## src/rtl/dual_priority_grant_decoder.sv

```systemverilog
// Turns a pair of 4-bit priority codes into two sequential one-hot grants, each held HOLD cycles.
// Optional macro DECODE_ERR_EN adds err/err_cnt reporting for malformed code pairs.
module dual_priority_grant_decoder #(
    parameter int N_REQ = 12,
    parameter int HOLD  = 4
) (
    input  logic             clk,
    input  logic             reset,
    input  logic             in_valid,
    output logic             in_ready,
    input  logic [3:0]       prior_1,
    input  logic [3:0]       prior_2,
    output logic [N_REQ-1:0] grant,
    output logic             grant_valid,
    output logic             busy,
    output logic             done
`ifdef DECODE_ERR_EN
    ,
    output logic             err,
    output logic [7:0]       err_cnt
`endif
);

    localparam int CW = $clog2(HOLD + 1);
    localparam logic [CW-1:0] LAST = CW'(HOLD - 1);

    typedef enum logic [1:0] {IDLE, G1, G2, DONE} state_t;

    state_t           state, state_nxt;
    logic [CW-1:0]    cnt, cnt_nxt;
    logic [N_REQ-1:0] grant_nxt;
    logic [3:0]       c1, c2;
    logic             take;

    function automatic logic code_ok(input logic [3:0] c);
        return (c != 4'd0) && (int'(c) <= N_REQ);
    endfunction

    function automatic logic [N_REQ-1:0] onehot(input logic [3:0] c);
        logic [N_REQ-1:0] r;
        r = '0;
        for (int i = 0; i < N_REQ; i++) begin
            if (c == 4'(i + 1)) r[i] = 1'b1;
        end
        return r;
    endfunction

    assign take        = in_valid & in_ready;
    assign in_ready    = (state == IDLE);
    assign busy        = (state != IDLE);
    assign done        = (state == DONE);
    assign grant_valid = |grant;

    // NOTE: every always_comb output gets a default first so no path leaves it unassigned (no latch).
    always_comb begin
        state_nxt = state;
        cnt_nxt   = cnt;
        grant_nxt = grant;
        case (state)
            IDLE: begin
                cnt_nxt   = '0;
                grant_nxt = '0;
                if (take) begin
                    if (code_ok(prior_1)) begin
                        state_nxt = G1;
                        grant_nxt = onehot(prior_1);
                    end else if (code_ok(prior_2)) begin
                        state_nxt = G2;
                        grant_nxt = onehot(prior_2);
                    end else begin
                        state_nxt = DONE;
                    end
                end
            end
            G1: begin
                if (cnt == LAST) begin
                    cnt_nxt = '0;
                    if (code_ok(c2) && (c2 != c1)) begin
                        state_nxt = G2;
                        grant_nxt = onehot(c2);
                    end else begin
                        state_nxt = DONE;
                        grant_nxt = '0;
                    end
                end else begin
                    cnt_nxt = cnt + CW'(1);
                end
            end
            G2: begin
                if (cnt == LAST) begin
                    cnt_nxt   = '0;
                    state_nxt = DONE;
                    grant_nxt = '0;
                end else begin
                    cnt_nxt = cnt + CW'(1);
                end
            end
            DONE: begin
                state_nxt = IDLE;
                cnt_nxt   = '0;
                grant_nxt = '0;
            end
            default: begin
                state_nxt = IDLE;
                cnt_nxt   = '0;
                grant_nxt = '0;
            end
        endcase
    end

    // NOTE: sequential state uses non-blocking assignments so all registers update from pre-edge values.
    always_ff @(posedge clk or posedge reset) begin
        if (reset) begin
            state <= IDLE;
            cnt   <= '0;
            grant <= '0;
            c1    <= '0;
            c2    <= '0;
        end else begin
            state <= state_nxt;
            cnt   <= cnt_nxt;
            grant <= grant_nxt;
            if (take) begin
                c1 <= prior_1;
                c2 <= prior_2;
            end
        end
    end

`ifdef DECODE_ERR_EN
    logic err_q;

    function automatic logic malformed(input logic [3:0] a, input logic [3:0] b);
        logic bad_code;
        bad_code = ((a != 4'd0) && !code_ok(a)) || ((b != 4'd0) && !code_ok(b));
        return bad_code
            || ((a == 4'd0) && (b != 4'd0))
            || ((a == b) && (a != 4'd0))
            || (code_ok(a) && code_ok(b) && (b > a));
    endfunction

    assign err = done & err_q;

    always_ff @(posedge clk or posedge reset) begin
        if (reset) begin
            err_q   <= 1'b0;
            err_cnt <= '0;
        end else begin
            if (take) err_q <= malformed(prior_1, prior_2);
            if (err && (err_cnt != 8'hFF)) err_cnt <= err_cnt + 8'd1;
        end
    end
`endif

endmodule

```

## config.mk

```make
export PLATFORM = sky130hd
export DESIGN_NAME = dual_priority_grant_decoder
export DESIGN_NICKNAME = d
export VERILOG_FILES = /design/src/rtl/dual_priority_grant_decoder.sv
export SDC_FILE = /design/constraint.sdc
export NUM_CORES = 1
export LEC_CHECK = 0
export CORE_MARGIN = 2
export CORE_UTILIZATION = 39
export CTS_BUF_LIST = sky130_fd_sc_hd__clkbuf_2
export CTS_CLUSTER_DIAMETER = 150
export DETAILED_ROUTE_END_ITERATION = 6
export PLACE_DENSITY = 0.71
export SLEW_MARGIN = 10
export SYNTH_ARGS = -nofsm -noshare
export SYNTH_HDL_FRONTEND = slang
export SYNTH_SLANG_ARGS = --single-unit
export TNS_END_PERCENT = 20
```

## constraint.sdc

```tcl
create_clock -name clk -period 1.75 [get_ports clk]
set_clock_uncertainty 0.15 [all_clocks]
set_input_delay 0.175 -clock clk [delete_from_list [all_inputs] [get_ports clk]]
set_output_delay 0.175 -clock clk [all_outputs]
set_load 0.1 [all_outputs]
```

* After elaboration in Yosys (flattened, before gate mapping)
Cells that the tools add are included.
Cells by class: add/sub/neg operators 1, magnitude comparators 3, eq/ne operators 44, mux-type cells 52, bitwise gates (word level) 1, reductions and logical operators 14
Operators by type and width (number):
- $mux W12 | 6
- $eq A4 B4 Y1 const B | 15
- $eq A4 B3 Y1 const B | 12
- $pmux W12 S4 | 1
- $mux W1 | 38
- $eq A4 B2 Y1 const B | 6
- $eq A4 B1 Y1 const B | 3
- $le A4 B4 Y1 const B | 3
- $reduce_bool A4 Y1 | 3
- $reduce_or A12 Y1 | 1
- $mux W2 | 4
- $pmux W2 S4 | 1
- $pmux W3 S2 | 1
- $eq A2 B2 Y1 const B | 2
- $logic_and A1 B1 Y1 | 4
- $ne A2 B2 Y1 const B | 2
- $ne A4 B4 Y1 | 1
- $reduce_or A2 Y1 | 2
- $add A3 B1 Y3 const B | 1
- $eq A3 B2 Y1 const B | 1
- $mux W3 | 1
- $reduce_and A3 Y1 | 1
- $eq A2 B1 Y1 const B | 1
- $logic_not A2 Y1 | 1
- 4 further kinds | 4
Storage, ports and cells: register bits 25, input port bits 11

* Depth between registers and ports, before layout
Gate-level depths: netlist of run 1.
word-level depth 6, depth in mapped cells 7

* Least setup slack after synthesis of run 1
Ideal clock, no wire load.
path kind reg2reg, start point register state[0], end point register state[1], library setup time 118 ps, data arrival time 2756 ps, data required time 1482 ps, slack -1274 ps, cell stages (with the launch flop) 7, period minus slack after synthesis 3024 ps, path through dfrtp_1 -> inv_1 -> ha_1 -> inv_1 -> o22ai_1 -> a211oi_1 -> a21o_1
On the way: word-level cells in the longest chain between the ends 4, elaborated cells on any way between the ends 10, those cells by class eq/ne: 6; mux: 1; bitwise: 1; reduce/logical: 2
Ends and longest elaborated chain:
- start: declaration | RTL line 29 | state_t state, state_nxt;
- start signal: assignment | RTL line 120 | state <= state_nxt;
- $logic_not A2 Y1 * | RTL line 49 | assign in_ready = (state == IDLE);
- named net in_ready | RTL line 10 | output logic in_ready,
- $and A1 B1 Y1 | RTL line 48 | assign take = in_valid & in_ready;
- $ne A2 B1 Y1 (no source line)
- $reduce_and A3 Y1 (no source line)
The timed path passes the listed nets; every way through them passes the cells marked *. A chain may end at the register's enable or synchronous reset.

* Worst setup path after layout of run 1
start point register state[0], end point output busy
On the way: word-level cells in the longest chain between the ends 1
Ends and longest elaborated chain:
- $reduce_bool A2 Y1 | RTL line 50 | assign busy = (state != IDLE);
- end: declaration | RTL line 15 | output logic busy,
No other way between the ends.

==> metrics.md, run 1 <==
| Metric | Value |
|---|---|
| Run status | finished, violations left |
| Failing checks | setup timing |
| Hold Crit Depth | 2 |
| Critical Path Start | state[0] |
| Post-layout minimum cycle time | 1.924 ns |
| Non-Filler Instances | 312 |
| Yosys reg bits | 25 |
| Crit path launch type | flop |
| Synth Area in Adders | 4.444% |
| Avg Vias per Cell | 5.827 |
| GRT overflow | 0 |
| Unique cell type count in the Yosys netlist | 48 |
| Initial DRC Count | 160 |
| Worst slew margin | 61.98% |
| Mapped Cells | 186 |
| Max VDD drop | 0.001868 V |
| Avg Cell Area, Syn | 9.081 um2 |
| Sequential fraction of the synthesis area | 37.04% |
| Reg2reg path depth | 5 |
| R2R Path Start | cnt[0] |
| Initial Util | 41.33% |
| Max FO, Critical Path | 3 |
| Clock root cell | clkbuf_2 |
| WP data arrival | 1.60 ns |
| Internal Pwr Total | 2.600 mW |
| First-pass GRT wire length | 9.156 mm |
| Fmax | 519.9 MHz |
| Sink Count | 25 |
| Core Rows | 23 |
| Routed vias | 1818 |
| Final period utilization | 109.9% |
| TritonCTS Buffers | 3 |
| Switching Share | 49.57% |
| Count of input and output buffers | 26 |
| Placed Instances | 295 |
| # setup viols final | 18 |
| DPL Wire Length | 4.007 mm |
| Crit Path Category | flop to output pin |
| Prevailing post-synth register cell | dfrtp_1 |
| Pwr dens | 1848 nW/um2 |
| Leading cell type in the layout, fill and taps excluded | buf_4 |
| CTS tree | done |
| Final hold vios | 0 |
| Syn Nets | 203 |
| RSZ-0062 raised after global routing | true |
| Fin area | 2789 um2 |
| Post-synthesis simple-gate area fraction | 28.30% |
| Synth warn | 0 |
| Initial antenna violation count | 0 |
| Net switching power | 2.556 mW |
| DRC errors left | 0 |
| DRT antenna net count | 0 |
| Worst min-delay path category | flop to flop |
| Final Util | 68.25% |
| Full die area | 4873 um2 |
| Share of layout cells above drive strength 1 | 45.04% |
| MaxCap Viol Count | 0 |
| Placed Area | 2499 um2 |
| Largest net degree at the start of global routing | 26 |
| GRT Total Usage | 23.27% |
| Final setup margin | -0.1735 ns |
| WL/cell | 17.52 um |
| Final wirelength | 5.465 mm |
| Hold path start | cnt[0] |
| I/O pins | 27 |
| Largest family of logic cells by synthesized area | simple AND/OR/NAND/NOR gates |
| Vias in the first global route | 1807 |
| Commonest cells after routing, fill and taps aside | buf_4 (52), dfrtp_1 (19), buf_12 (18) |
| Synth async-reset ratio | 100.0% |
| Clk Latency, worst-skew pair | 0.37 ns |
| Die X | 69.81 um |
| Layout area overhead | 65.11% |
| Fin Setup TNS | -1.501 ns |
| Seq pwr share | 20.5% |
| Synth Area in Compound Gates | 18.30% |
| Comb pwr share | 74.8% |
| Core ar. | 4086 um2 |
| Max Buffers Root-to-Sink | 2 |
| Max Slew Vio Count | 0 |
| Transition time at the pin with the least slew margin | 0.5624 ns |
| Mux cell area share after synthesis | 2.667% |
| CTS HTree Levels | 1 |
| Post-synth EDFFs | 0 |
| GPL Wtd Cong | 0.9469 |
| Clk pwr share | 4.7% |
| Dpl ws | -0.2694 ns |
| CP required | 1.42 ns |
| CP Capture Type | output pin |
| 1st-pass router iterations | 4 |
| Mapped cell area | 1689 um2 |
| P_leak | 1.168 nW |
| Clock Pin Slew Worst Setup and Hold Paths | 0.27 ns |
| Xor-xnor portion of the synthesized cell area | 3.630% |
| Final Net Count | 280 |
| DIE HEIGHT | 69.81 um |
| Ant diodes | 0 |
[synthesized netlist by cell type (all sizes together) (3+ instances only)]
library cell | number | share of area (%)
dfrtp | 25 | 37
xor2 | 4 | 3.6
ha | 6 | 4.4
nor2 | 13 | 2.9
nor3 | 14 | 4.1
nor4b | 5 | 2.6
o221ai | 3 | 1.6
or4 | 4 | 1.8
nand3 | 3 | 0.89
nor4 | 8 | 3.9
o211ai | 3 | 1.3
buf | 3 | 1.6
o21ai | 13 | 3.9
o22a | 3 | 1.6
a31oi | 4 | 1.5
nand2b | 3 | 1.1
o32a | 3 | 1.8
inv | 8 | 1.8
clkbuf | 10 | 2.2
mux2 | 4 | 2.7
nand2 | 18 | 4.0
nor3b | 4 | 1.8
[critical path, cell delays in order, from the launching register on]
cell and delay, ns:
dfrtp_2 0.49, inv_2 0.10, buf_6 0.11, ha_4 0.15
buf_12 0.11, clkinvlp_4 0.10, buf_12 0.18
[what timing repair did]
action	CTS	global route
endpoints found under the hold margin	25	0
gates resized for setup	25	16
setup buffers	11	1
pin swaps	5	6
setup endpoints to repair	17	24
hold buffers	1	0
[area by class of cell]
type                            instances  area (um2)
Fill cell                             303        1297
Multi-Input combinational cell        140        1134
Timing Repair Buffer                   85       905.9
Sequential cell                        25       633.1
Tap cell                               50       62.56
Inverter                                8       33.78
Clock buffer                            3       15.01
Clock inverter                          1       5.005
[sequential cells by signal, summed over array words and instances (netlist names)]
signal and cells:
grant 12, state 2, cnt 3, c2 4, c1 4
[final timing paths]
kind	endpoint	slack [ns]
max	busy	-0.17
min	cnt[0]	0.40
max in group asynchronous	state[0]	0.65
min in group asynchronous	grant[11]	0.51
min reg2reg	cnt[0]	0.40
max reg2reg	grant[8]	-0.15
[stage by stage]
stage          hold slack, ns  power (mW)
2_1_floorplan         0.05232       3.056
3_3_place_gp           0.2812       4.351
3_5_place_dp           0.2872       4.402
4_1_cts                0.3154       4.970
5_1_grt                0.4215       5.423
6_report               0.4030       5.155
[power by group through the flow]
| stage | combinational [mW] | clock, mW | sequential [mW] |
|---|---|---|---|
| 2_1_floorplan | 1.62 | 0 | 1.43 |
| 3_3_place_gp | 3.33 | 0 | 1.02 |
| 3_5_place_dp | 3.37 | 0 | 1.03 |
| 4_1_cts | 3.70 | 0.242 | 1.03 |
| 5_1_grt | 4.08 | 0.261 | 1.08 |
| 6_report | 3.86 | 0.242 | 1.06 |
[layer usage]
layer | GRT usage, % | vias to the layer above | part of all wire (%)
li1 | - | 853 | -
met1 | 32.39 | 875 | 43
met2 | 39.47 | 83 | 49
met3 | 2.762 | 7 | 6.5
met4 | 3.846 | 0 | 1.0
met5 | 0 | - | 0
[cells by family (layout without fill, tap and decap cells)]
group	count (synthesis)	after routing
and+or+nand+nor	84	84
AOI/OAI and AO/OA	42	42
DFF	25	25
buffers and inverters	21	97
adders and majority gates	6	6
xor gates and xnor gates	4	4
muxes	4	4
Power figures use the tool's default switching activity.
==> run 2: changes to the inputs <==
--- a/config.mk
+++ b/config.mk
@@ -10,7 +10,7 @@
 export CTS_BUF_LIST = sky130_fd_sc_hd__clkbuf_2
 export CTS_CLUSTER_DIAMETER = 150
 export DETAILED_ROUTE_END_ITERATION = 6
-export PLACE_DENSITY = 0.71
+export PLACE_DENSITY = 0.68
 export SLEW_MARGIN = 10
 export SYNTH_ARGS = -nofsm -noshare
 export SYNTH_HDL_FRONTEND = slang
==> constraint.sdc (replaced) <==
create_clock -name clk -period 1.95 [get_ports clk]
set_clock_uncertainty 0.15 [all_clocks]
set_input_delay 0.195 -clock clk [delete_from_list [all_inputs] [get_ports clk]]
set_output_delay 0.195 -clock clk [all_outputs]
set_load 0.1 [all_outputs]
==> run 2 against run 1 <==
Net effect:
- the run ends with hold timing left
- die area stayed put
- wire length decreased by 12%
- highest routed layer unchanged
- combinational power decreased by 24%
- first-iteration DRC count decreased by 42%
- sequential power down 12%
==> metrics.md, run 2 (synthesis gave the netlist of run 1 again) <==
| Metric | Value |
|---|---|
| Final period utilization | 98.62% |
| First-pass GRT wire length | 7.645 mm |
| DIE HEIGHT | 69.81 um |
| Seq pwr share | 23.0% |
| Ant diodes | 0 |
| Net switching power | 2.166 mW |
| GRT Total Usage | 19.56% |
| Overall Power | 4.085 mW |
| Core Rows | 23 |
| Failing checks | hold timing |
| # setup viols final | 0 |
| Routed vias | 1662 |
| Crit Path Category | flop to flop |
| TritonCTS Buffers | 3 |
| CP required | 2.13 ns |
| MaxCap Viol Count | 0 |
| Reg2reg end | grant[4] |
| Max Slew Vio Count | 0 |
| DRC errors left | 0 |
| Max FO, Critical Path | 5 |
| RSZ-0062 raised after global routing | true |
| Largest net degree at the start of global routing | 26 |
| Worst min-delay path category | input pin to asynchronous set/reset pin |
| Leading cell type in the layout, fill and taps excluded | buf_4 |
| Layout area overhead | 43.33% |
| DPL Wire Length | 3.552 mm |
| Critical Path, Cell by Cell | inv_2, buf_4, ha_4, and3_2, o2111ai_2, o221ai_1, o22a_1 |
| CP Capture Type | flop |
| Pwr dens | 1687 nW/um2 |
| Max Buffers Root-to-Sink | 2 |
| Comb pwr share | 71.8% |
| Slowest stage cell on the critical path | dfrtp_2 |
| Largest registers | grant (12), c1 (4), c2 (4) |
| Clk Latency, worst-skew pair | 0.36 ns |
| WL/cell | 17.08 um |
| CTS Hold Bufs | 0 |
| Max FFs per register | 12 |
| Reg2reg path depth | 7 |
| R2R Path Start | state[0] |
| Crit path launch type | flop |
| Largest stage delay on the critical path | 0.50 ns |
| Sink Count | 25 |
| Fmax | 520.0 MHz |
| Final hold vios | 13 |
| Hold WS | -0.009388 ns |
| Initial DRC Count | 93 |
| GPL Wtd Cong | 0.9332 |
| 1st-pass router iterations | 4 |
| Commonest cells after routing, fill and taps aside | buf_4 (40), dfrtp_1 (22), nand2_1 (18) |
| Avg Vias per Cell | 5.873 |
| Internal Pwr Total | 1.918 mW |
| Reg2Reg Setup Slack | 0.03 ns |
| Initial Util | 41.33% |
| P_leak | 0.9973 nW |
| Vias in the first global route | 1564 |
| Final Net Count | 251 |
| Full die area | 4873 um2 |
| Most flops, register | grant |
| Max VDD drop | 0.001368 V |
| Die X | 69.81 um |
| Count of input and output buffers | 26 |
| WP data arrival | 2.10 ns |
| I/O pins | 27 |
| Clock Pin Slew Worst Setup and Hold Paths | 0.25 ns |
| Clock root cell | clkbuf_2 |
| CTS tree | done |
| Share of layout cells above drive strength 1 | 38.63% |
| Transition time at the pin with the least slew margin | 0.5307 ns |
| Switching Share | 53.04% |
| Core ar. | 4086 um2 |
| Final wirelength | 4.834 mm |
| Worst slew margin | 64.12% |
| CTS HTree Levels | 1 |
| Clk pwr share | 5.3% |
| Post-layout minimum cycle time | 1.923 ns |
| DRT antenna net count | 0 |
| Run status | finished, violations left |
| Initial antenna violation count | 0 |
| GRT overflow | 0 |
| Final Util | 59.25% |
-- run 2: critical path, delay by kind of cell (launching register included) --
family | cells | cell delay (ns)
AND/OR/NAND/NOR | 1 | 0.25
adder cells (fa/ha/maj) | 1 | 0.18
buffers and inverters | 2 | 0.23
flip-flops | 1 | 0.50
AO/OA/AOI/OAI | 3 | 0.59
-- run 2: what timing repair did --
| item | in CTS | in global routing |
|---|---|---|
| resized for setup | 4 | 35 |
| buffers inserted | 1 | 3 |
| endpoints found under the setup margin | 4 | 15 |
| pin swaps | 0 | 5 |
| endpoints found under the hold margin | 0 | 0 |
| gates cloned | 0 | 0 |
-- run 2: layout make-up --
class | instances | area (um2)
sequential | 25 | 629.4
fill | 376 | 1665
timing repair buffer | 56 | 511.7
tap | 50 | 62.56
inverter | 8 | 33.78
multi-input combinational | 140 | 1164
clock buffer | 4 | 20.02
-- run 2: per-stage QoR --
| step | hold slack [ns] | worst slack (ns) | instances | instance area, um2 | TNS [ns] |
|---|---|---|---|---|---|
| 5_1_grt | 0.02064 | -0.05689 | 283 | 2421 | -0.2005 |
| 4_1_cts | 0.004602 | -0.01021 | 280 | 2218 | -0.01021 |
| 3_3_place_gp | 0.2764 | -0.03115 | 275 | 2180 | -0.09872 |
| 3_5_place_dp | 0.2808 | -0.02656 | 275 | 2180 | -0.06401 |
| 2_1_floorplan | 0.07232 | -0.2795 | 186 | 1717 | -0.5488 |
| 6_report | -0.009388 | 0.02685 | 283 | 2421 | 0 |
-- run 2: worst max-delay path by stage --
stage / cells past startpoint / startpoint / endpoint
after floorplan: 6 / state[1] / state[1]
after global placement: 5 / prior_2[3] / grant[3]
after detailed placement: 6 / state[1] / grant[2]
after CTS: 6 / state[1] / grant[3]
after global routing: 5 / state[0] / busy
final: 7 / state[0] / grant[4]
-- run 2: power by group through the flow --
stage | sequential (mW) | combinational (mW) | clock, mW
after floorplan | 1.28 | 1.46 | 0
after global placement | 0.896 | 2.52 | 0
after detailed placement | 0.900 | 2.53 | 0
after CTS | 0.887 | 2.58 | 0.221
after global routing | 0.966 | 3.12 | 0.244
final | 0.938 | 2.93 | 0.215
-- run 2: metal layers --
| metal | up-vias | share of wire, % | track usage (%) |
|---|---|---|---|
| met1 | 805 | 44 | 26.40 |
| li1 | 796 | - | - |
| met5 | - | 0 | 0 |
| met4 | 0 | 2.2 | 6.838 |
| met3 | 12 | 4.4 | 3.924 |
| met2 | 49 | 50 | 31.11 |
